<file path="config.mk">
export PLATFORM = sky130hd
export DESIGN_NAME = serial_addsub
export DESIGN_NICKNAME = d
export VERILOG_FILES = /design/src/rtl/addsub_pkg.sv /design/src/rtl/addsub_bit_cell.sv /design/src/rtl/serial_addsub.sv
export SDC_FILE = /design/constraint.sdc
export NUM_CORES = 1
export LEC_CHECK = 0
export ABC_AREA = 1
export BUFFER_PORTS_ARGS = -buffer_cell sky130_fd_sc_hd__buf_2
export CORE_ASPECT_RATIO = 2
export CORE_UTILIZATION = 59
export DETAILED_ROUTE_END_ITERATION = 10
export GPL_TIMING_DRIVEN = 1
export PLACE_DENSITY = 0.89
export SYNTH_ARGS = -nofsm -noshare
export SYNTH_HDL_FRONTEND = slang
export SYNTH_SLANG_ARGS = --single-unit
export TNS_END_PERCENT = 20
</file>
<file path="constraint.sdc">
create_clock -name clk -period 2 [get_ports clk]
set_clock_uncertainty 0.15 [all_clocks]
set_input_delay 0.4 -clock clk [delete_from_list [all_inputs] [get_ports clk]]
set_output_delay 0.4 -clock clk [all_outputs]
set_load 0.005 [all_outputs]
</file>
<file path="src/rtl/addsub_pkg.sv">
// Shared definitions for the bit-serial adder/subtractor: FSM state
// encoding and the default operand width.
package addsub_pkg;

  localparam int DEFAULT_WIDTH = 8;

  typedef enum logic [1:0] {
    IDLE = 2'd0,
    RUN  = 2'd1,
    DONE = 2'd2
  } state_t;

endpackage

</file>
<file path="src/rtl/addsub_bit_cell.sv">
// Combinational 1-bit add/sub cell. With sel=1, b is inverted so the
// cell performs the two's-complement step of a - b.
module addsub_bit_cell (
  input  logic a,
  input  logic b,
  input  logic cin,
  input  logic sel,
  output logic sum,
  output logic cout
);

  logic w_bx;

  assign w_bx = b ^ sel;
  assign sum  = a ^ w_bx ^ cin;
  assign cout = (a & w_bx) | (a & cin) | (w_bx & cin);

endmodule

</file>
<file path="src/rtl/serial_addsub.sv">
// Bit-serial two's-complement adder/subtractor: one add/sub cell is reused
// for WIDTH cycles, LSB first, with a start/done handshake.
module serial_addsub
  import addsub_pkg::*;
#(
  parameter  int WIDTH = DEFAULT_WIDTH,
  localparam int CNT_W = $clog2(WIDTH) + 1
) (
  input  logic             clk,
  input  logic             rst,
  input  logic             start,
  input  logic             sub,
  input  logic [WIDTH-1:0] a,
  input  logic [WIDTH-1:0] b,
  output logic             busy,
  output logic             done,
  output logic [WIDTH-1:0] result,
  output logic             cout,
  output logic             overflow
);

  state_t             r_state;
  logic [WIDTH-1:0]   r_a;
  logic [WIDTH-1:0]   r_b;
  logic [WIDTH-1:0]   r_shadow;
  logic               r_sub;
  logic               r_carry;
  logic [CNT_W-1:0]   r_cnt;

  logic               w_sum;
  logic               w_cout;
  logic [WIDTH-1:0]   w_shadow_next;
  logic               w_last_bit;

  addsub_bit_cell u_cell (
    .a    (r_a[0]),
    .b    (r_b[0]),
    .cin  (r_carry),
    .sel  (r_sub),
    .sum  (w_sum),
    .cout (w_cout)
  );

  assign w_shadow_next = {w_sum, r_shadow[WIDTH-1:1]};
  assign w_last_bit    = (r_cnt == CNT_W'(WIDTH - 1));

  always_ff @(posedge clk or posedge rst) begin
    if (rst) begin
      r_state  <= IDLE;
      r_a      <= '0;
      r_b      <= '0;
      r_shadow <= '0;
      r_sub    <= 1'b0;
      r_carry  <= 1'b0;
      r_cnt    <= '0;
      busy     <= 1'b0;
      done     <= 1'b0;
      result   <= '0;
      cout     <= 1'b0;
      overflow <= 1'b0;
    end else begin
      case (r_state)
        // DONE accepts a new request exactly like IDLE (back-to-back ops).
        IDLE, DONE: begin
          done <= 1'b0;
          if (start) begin
            r_a      <= a;
            r_b      <= b;
            r_sub    <= sub;
            r_carry  <= sub;
            r_cnt    <= '0;
            r_shadow <= '0;
            busy     <= 1'b1;
            r_state  <= RUN;
          end else begin
            r_state  <= IDLE;
          end
        end
        RUN: begin
          r_a      <= r_a >> 1;
          r_b      <= r_b >> 1;
          r_shadow <= w_shadow_next;
          r_carry  <= w_cout;
          r_cnt    <= r_cnt + 1'b1;
          // On the MSB step r_carry is the carry into the MSB.
          if (w_last_bit) begin
            result   <= w_shadow_next;
            cout     <= w_cout;
            overflow <= r_carry ^ w_cout;
            done     <= 1'b1;
            busy     <= 1'b0;
            r_state  <= DONE;
          end
        end
        default: begin
          busy    <= 1'b0;
          done    <= 1'b0;
          r_state <= IDLE;
        end
      endcase
    end
  end

endmodule
</file>
==> metrics.md, run 1 <==
| Metric | Value |
|---|---|
| Outcome | completed |
| Mapped Area | ~1900 sq um |
| Net Switching | roughly 0.0013 W |
| Worst-margin pin slew | 517 ps |
| Max cap viols | 0 |
| Worst min path class | input port to asynchronous set/reset pin |
| Hold-fix buffer count after cts | 0 |
| Critical Setup Path Class | flop to flop |
| Top-count cell post-synth | nand2_1 |
| Post-synth top area share | 55.3% |
| Setup bufs post-CTS | 0 |
| Share of the yosys chip area belonging to registers | a little under three fifths |
| Synth Area per Inst | around 8.0 sq um |
| F_max | ~680 MHz |
| Share of layout cells above drive strength 1 | 18.4% |
| Critical Path Start | r_b[0] |
| Site row count | 28 |
| CP Max Fanout | 3 |
| Routability cong. | ~0.8 |
| Pwr Total | ~0.0034 W |
| Synth cell count leaders | nand2_1 (119), dfrtp_1 (42), inv_1 (30) |
| Power Dens Cells | ~1600 nW/um^2 |
| # setup viols final | 0 |
| Cell family with most CP delay | flip-flops |
| CTS clock-pin slew for the worst setup and hold paths | about 70 ps |
| DR vias/cell | around 5.0 |
| CTS Buf Count | 5 |
| Number of I/O pins | 32 |
| Max H-tree Level | 2 |
| N_diodes | 0 |
| Count of unique library cells instantiated by Yosys | 20 |
| Layout Nets | between 200 and 300 |
| Gr ovfl total | 0 |
| Global-route wire length before repair | about 5900 um |
| Fin crit period | about 1500 ps |
| Core ar. | 3010 sq um |
| Area growth syn-to-layout | 13.8% |
| EDFF count, synth | 0 |
| Clk_lat worst skew | 290 ps |
| Post_cts resized | 0 |
| Logic gate share of total power | between 40% and 50% |
| Internal power | roughly 0.0021 W |
| GRT Total Usage | about 23% |
| Via count | 1503 |
| Post-synth net total | approximately 260 |
| Synth warn | 0 |
| Initial DRC count | 34 |
| Fin. Hold Viols | 0 |
| Synth async-reset ratio | between 90% and 100% |
| Setup TNS Final | 0 ps |
| Slew headroom | roughly two thirds |
| Number of routed nets with antenna violations | 0 |
| Die Y | 82.2 um |
| WL/cell | between 10 and 15 um |
| Largest net degree at the start of global routing | 43 |
| Initial Utilization | between 60% and 70% |
| Die Wd | ~42 um |
| IO Port Bufs | 31 |
| Worst Setup End Kind | flop |
| Root Driver | clkbuf_8 |
| Largest area contributor in the netlist | dfrtp_1 |
| Maximum vdd ir drop | 0.897 mV |
| Wirelength, routed | between 3000 and 4000 um |
| Lkg Pwr | about 1.3 nW |
| Hold_ws | between 70 and 80 ps |
| Critical Path AT | 1570 ps |
| Final Core Density | between 70% and 80% |
| WP buf/inv | 1 |
| Gate Count Post-Synth | roughly 240 |
| Most frequent CP cell | nand2_1 |
| DP HPWL | between 2000 and 2500 um |
| Initial antenna violation count | 0 |
| Clock Tree Buf Depth | 2 |
| Slowest-stage cell, CP | dfrtp_1 |
| Number of register bits inferred by synthesis | 42 |
| Clock Power Share | between 10% and 20% |
| Vias in the first global route | roughly 1400 |
| Slowest stage delay, CP | about 390 ps |
| Reg-to-Reg Start | r_b[0] |
| Most frequently used flop master after synthesis | dfrtp_1 |
| Flop pwr share | around 43% |
| DIE AREA | between 3000 and 4000 sq um |
| Fin crit share | 74.1% |
| Sw Ratio | between 30% and 40% |
| CTS tree | built |
| Clock Sinks | 42 |
| Slew Limit Fails | 0 |
| Drt drc | 0 |
| RSZ-0062 raised after global routing | no |
| Critical Path Source Type | flop |
| DR pass1 iterations | 6 |
| Synth top area cells | dfrtp_1 (55%), nand2_1 (24%), inv_1 (5.9%) |
| Worst-path cell chain | xnor2_1 > fa_1 > inv_1 > nand2_1 > nand2_1 > nand3_1 > nand2_1 |
| Critical path required time | roughly 2100 ps |
## final cells by class
cell class              instances  area [sq um]
clock buffers                   7          86.3
clock inverters                 1          5.00
fillers                       244           852
inverters                      32           120
multi-input cells             154           668
flip-flops and latches         42          1050
well taps                      30          37.5
repair buffers                 36           193
## routing by layer
layer / track usage (%) / vias up / routed length (um)
met3: 4.57 / 7 / 116
met4: 8.44 / 0 / 67
met2: 45.5 / 40 / 1920
met5: 0 / - / 0
li1: - / 778 / -
met1: 22.0 / 678 / 1340
## state kept, by name, indices dropped and copies added, names as in the netlist
register,flops
r_sub,1
result,8
busy,1
overflow,1
r_a,8
cout,1
r_state,2
r_cnt,4
r_shadow,7
r_carry,1
r_b,8
## cells by family after synthesis
kind of cell | after synthesis | synth area share, %
xor+xnor | 1 | 0.461
flops | 42 | 55.3
fa+ha+maj | 2 | 1.71
buf+inv | 40 | 9.49
compound gates | 9 | 2.83
simple gates | 142 | 30.2
## metrics by stage
| stage | instances | setup WS [ps] | instance area, sq um |
|---|---|---|---|
| finish | 302 | 519 | 2160 |
| detailed placement | 294 | 511 | 2070 |
| CTS | 302 | 497 | 2160 |
| floorplan | 236 | 476 | 1900 |
| global route | 302 | 333 | 2160 |
| global placement | 294 | 557 | 2070 |
## worst min-delay path, delay by kind of cell
family,cells,cell delay [ps]
buf+inv,3,570
## path summary, 6_finish.rpt
path / to / slack [ps] / cells past startpoint
max: overflow / 520 / 7
min: r_a[0] / 80 / 3
max reg2reg: overflow / 520 / 7
min reg2reg: result[3] / 320 / 2
max in group asynchronous: r_b[3] / 1260 / 3
min in group clk: r_b[7] / 160 / 3
## power groups by stage
stage	Combinational [W]	Clock, W	Sequential, W
floorplan	0.00107	0	0.00145
global placement	0.00132	0	0.00147
detailed placement	0.00138	0	0.00148
CTS	0.00139	0.000565	0.00147
global route	0.00160	0.000596	0.00151
finish	0.00137	0.000550	0.00147
## cell usage in the layout (no fill, tap or decap), drive strengths merged
| cell | netlist | routed |
|---|---|---|
| a21oi | 2 | 2 |
| nand3 | 13 | 13 |
| nand2 | 121 | 121 |
| nor2 | 5 | 5 |
| clkbuf | 0 | 7 |
| ha | 1 | 1 |
| dfrtp | 42 | 42 |
| inv | 32 | 32 |
| clkinv | 0 | 1 |
| xnor2 | 1 | 1 |
| fa | 1 | 1 |
| nand4 | 1 | 1 |
| nand3b | 1 | 1 |
| buf | 8 | 36 |
| o22ai | 7 | 7 |
| or2 | 1 | 1 |
(Power assumes the default switching activity.)
==> run 2: changes to the inputs <==
- CORE_UTILIZATION: 59 -> 55
- PLACE_DENSITY: 0.89 -> 0.84
- clock period: 2 -> 1.5 ns (I/O delays scaled with it)
==> run 2 against run 1 <==
  * The flow now finishes with violations (DRC)
  * Total power grew 42%
  * Global-route usage shrank 0.36 points
  * Critical path depth shrank 3
  * Non-clock buffer count grew 8
  * First-iteration DRC count grew 50%
  * Largest power group is now combinational cells
  * Sequential power grew 33%
==> metrics.md, run 2 (synthesized netlist as in run 1, its figures left out) <==
| Metric | Value |
|---|---|
| Outcome | complete, but fails checks |
| Violated checks | DRC |
| Power Dens Cells | 2120 nW/um^2 (+35%) |
| Fin. Hold Viols | 0 (unchanged) |
| Root Driver | clkbuf_8 |
| Initial Utilization | 58.8% (-4.2 points) |
| Site row count | 29 (+3.6%) |
| WL/cell | 11.2 um (-2.0%) |
| Max cap viols | 0 (unchanged) |
| Wire length on met3 | 109 um (-6.0%) |
| DR vias/cell | 5.08 (+2.0%) |
| Max H-tree Level | 2 (unchanged) |
| Worst-margin pin slew | 231 ps (-286 ps) |
| Number of I/O pins | 32 (unchanged) |
| CTS tree | built |
| Initial antenna violation count | 0 (unchanged) |
| Largest registers | r_a: 8 flops, r_b: 8 flops, result: 8 flops |
| Met2 WL | 1890 um (-1.8%) |
| Core ar. | 3230 sq um (+7.2%) |
| IO Port Bufs | 31 (unchanged) |
| Critical Setup Path Class | flop to flop |
| Die Y | 85.1 um (+3.5%) |
| Final WS setup | 3.64 ps (-515 ps) |
| Number of routed nets with antenna violations | 0 (unchanged) |
| F_max | 668 MHz (-1.0%) |
| Setup WS pre-CTS | 17.0 ps (-494 ps) |
| DR top layer | met4 |
| Routability cong. | 0.795 (+1.1%) |
| Worst min path class | input port to flop |
| Critical path required time | 1590 ps (-490 ps) |
| Share of layout cells above drive strength 1 | 22.1% (+3.7 points) |
| FF-to-FF setup slack | 4 ps (-510 ps) |
| Die Wd | 43.6 um (+3.4%) |
| Critical Path Source Type | flop |
| Slew Limit Fails | 0 (unchanged) |
| Worst-path cell chain | xnor2_1 > fa_2 > nand3b_1 > nand2_1 |
| DP HPWL | 2490 um (+1.4%) |
| Via count | 1584 (+5.4%) |
| Hold path depth | 3 |
| Gr ovfl total | 0 (unchanged) |
| RSZ-0062 raised after global routing | yes |
| DR pass1 iterations | 7 (+1) |
| Most common cell after layout, fill and taps aside | nand2_1 |
| Lkg Pwr | 1.33 nW (+4.0%) |
| Clock Sinks | 42 (unchanged) |
| Largest net degree at the start of global routing | 43 (unchanged) |
| GRT Total Usage | 22.3% (-0.36 points) |
| Final Core Density | 70.4% (-1.4 points) |
| Fin crit share | 99.8% (+26 points) |
| Area growth syn-to-layout | 19.6% |
| Critical Path AT | 1590 ps (+20 ps) |
| Vias in the first global route | 1526 (+5.6%) |
| Worst Setup End Kind | flop |
| Fin crit period | 1500 ps (+15.0 ps) |
| Drt drc | 4 (+4) |
| Clock Tree Buf Depth | 2 (unchanged) |
| # setup viols final | 0 (unchanged) |
| Clk_lat worst skew | 300 ps (about the same) |
| Initial DRC count | 51 (+50%) |
| CTS Buf Count | 5 (unchanged) |
| Global-route wire length before repair | 6220 um (+5.2%) |
| Slew headroom | 84.6% (+19 points) |
| Hold_ws | 48.8 ps (-26.9 ps) |
| CTS clock-pin slew for the worst setup and hold paths | 70 ps (about the same) |
| Slowest-stage cell, CP | fa_2 |
| Slowest stage delay, CP | 470 ps (+80 ps) |
| Most frequent cells in the layout | nand2_1 (119), dfrtp_1 (42), buf_2 (31) |
| N_diodes | 0 (unchanged) |
| Detailed-routing wirelength on met1 | 1410 um (+5.1%) |
| Layout Nets | 302 (+3.1%) |
| DIE AREA | 3710 sq um (+7.0%) |
| Wirelength, routed | 3490 um (+1.3%) |
| R2R cell count | 4 (-3) |
| Maximum vdd ir drop | 1.20 mV (+34%) |
| CP Max Fanout | 2 (-1) |
[run 2: report_power, final]
part | total (W) | leakage [nW] | switching, W | internal [W]
Clock | 0.000834 | 0.0575 | 0.000370 | 0.000464
Combinational | 0.00203 | 0.741 | 0.00117 | 0.000864
Sequential | 0.00195 | 0.529 | 0.000302 | 0.00165
[run 2: what timing repair did]
item,CTS,global route
setup endpoints to repair,0,13
gates resized for setup,0,5
buffers inserted,0,1
hold buffers,1,0
endpoints found under the hold margin,42,0
[run 2: path summary, 6_finish.rpt]
path / from / to
max reg2reg: r_sub / result[7]
min: b[7] / r_b[7]
min in group asynchronous: rst / r_a[0]
max: r_sub / result[7]
min reg2reg: result[7] / result[7]
max in group asynchronous: rst / result[3]
[run 2: area by class of cell]
class | count | area [sq um]
fillers | 265 | 957
well taps | 31 | 38.8
flip-flops and latches | 42 | 1050
multi-input cells | 155 | 684
repair buffers | 44 | 268
inverters | 32 | 120
clock buffers | 8 | 110
[run 2: layer usage]
layer	GRT usage, %	vias up
met3	4.47	8
met2	38.5	31
met5	0	-
li1	-	798
met4	11.1	0
met1	24.8	747
[run 2: worst max-delay path: cells and delay by family (launching register included)]
family / cells / cell delay (ps)
adder cells (fa/ha/maj): 1 / 470
flip-flops: 1 / 400
AND/OR/NAND/NOR: 2 / 220
XOR/XNOR: 1 / 190
[run 2: stage by stage]
stage / setup TNS, ps / area, sq um / instances / total power (W)
final: 0 / 2270 / 312 / 0.00482
after detailed placement: 0 / 2130 / 301 / 0.00397
after global routing: -108 / 2270 / 312 / 0.00527
after floorplan: 0 / 1900 / 236 / 0.00337
after global placement: 0 / 2130 / 301 / 0.00385
after CTS: 0 / 2250 / 310 / 0.00483
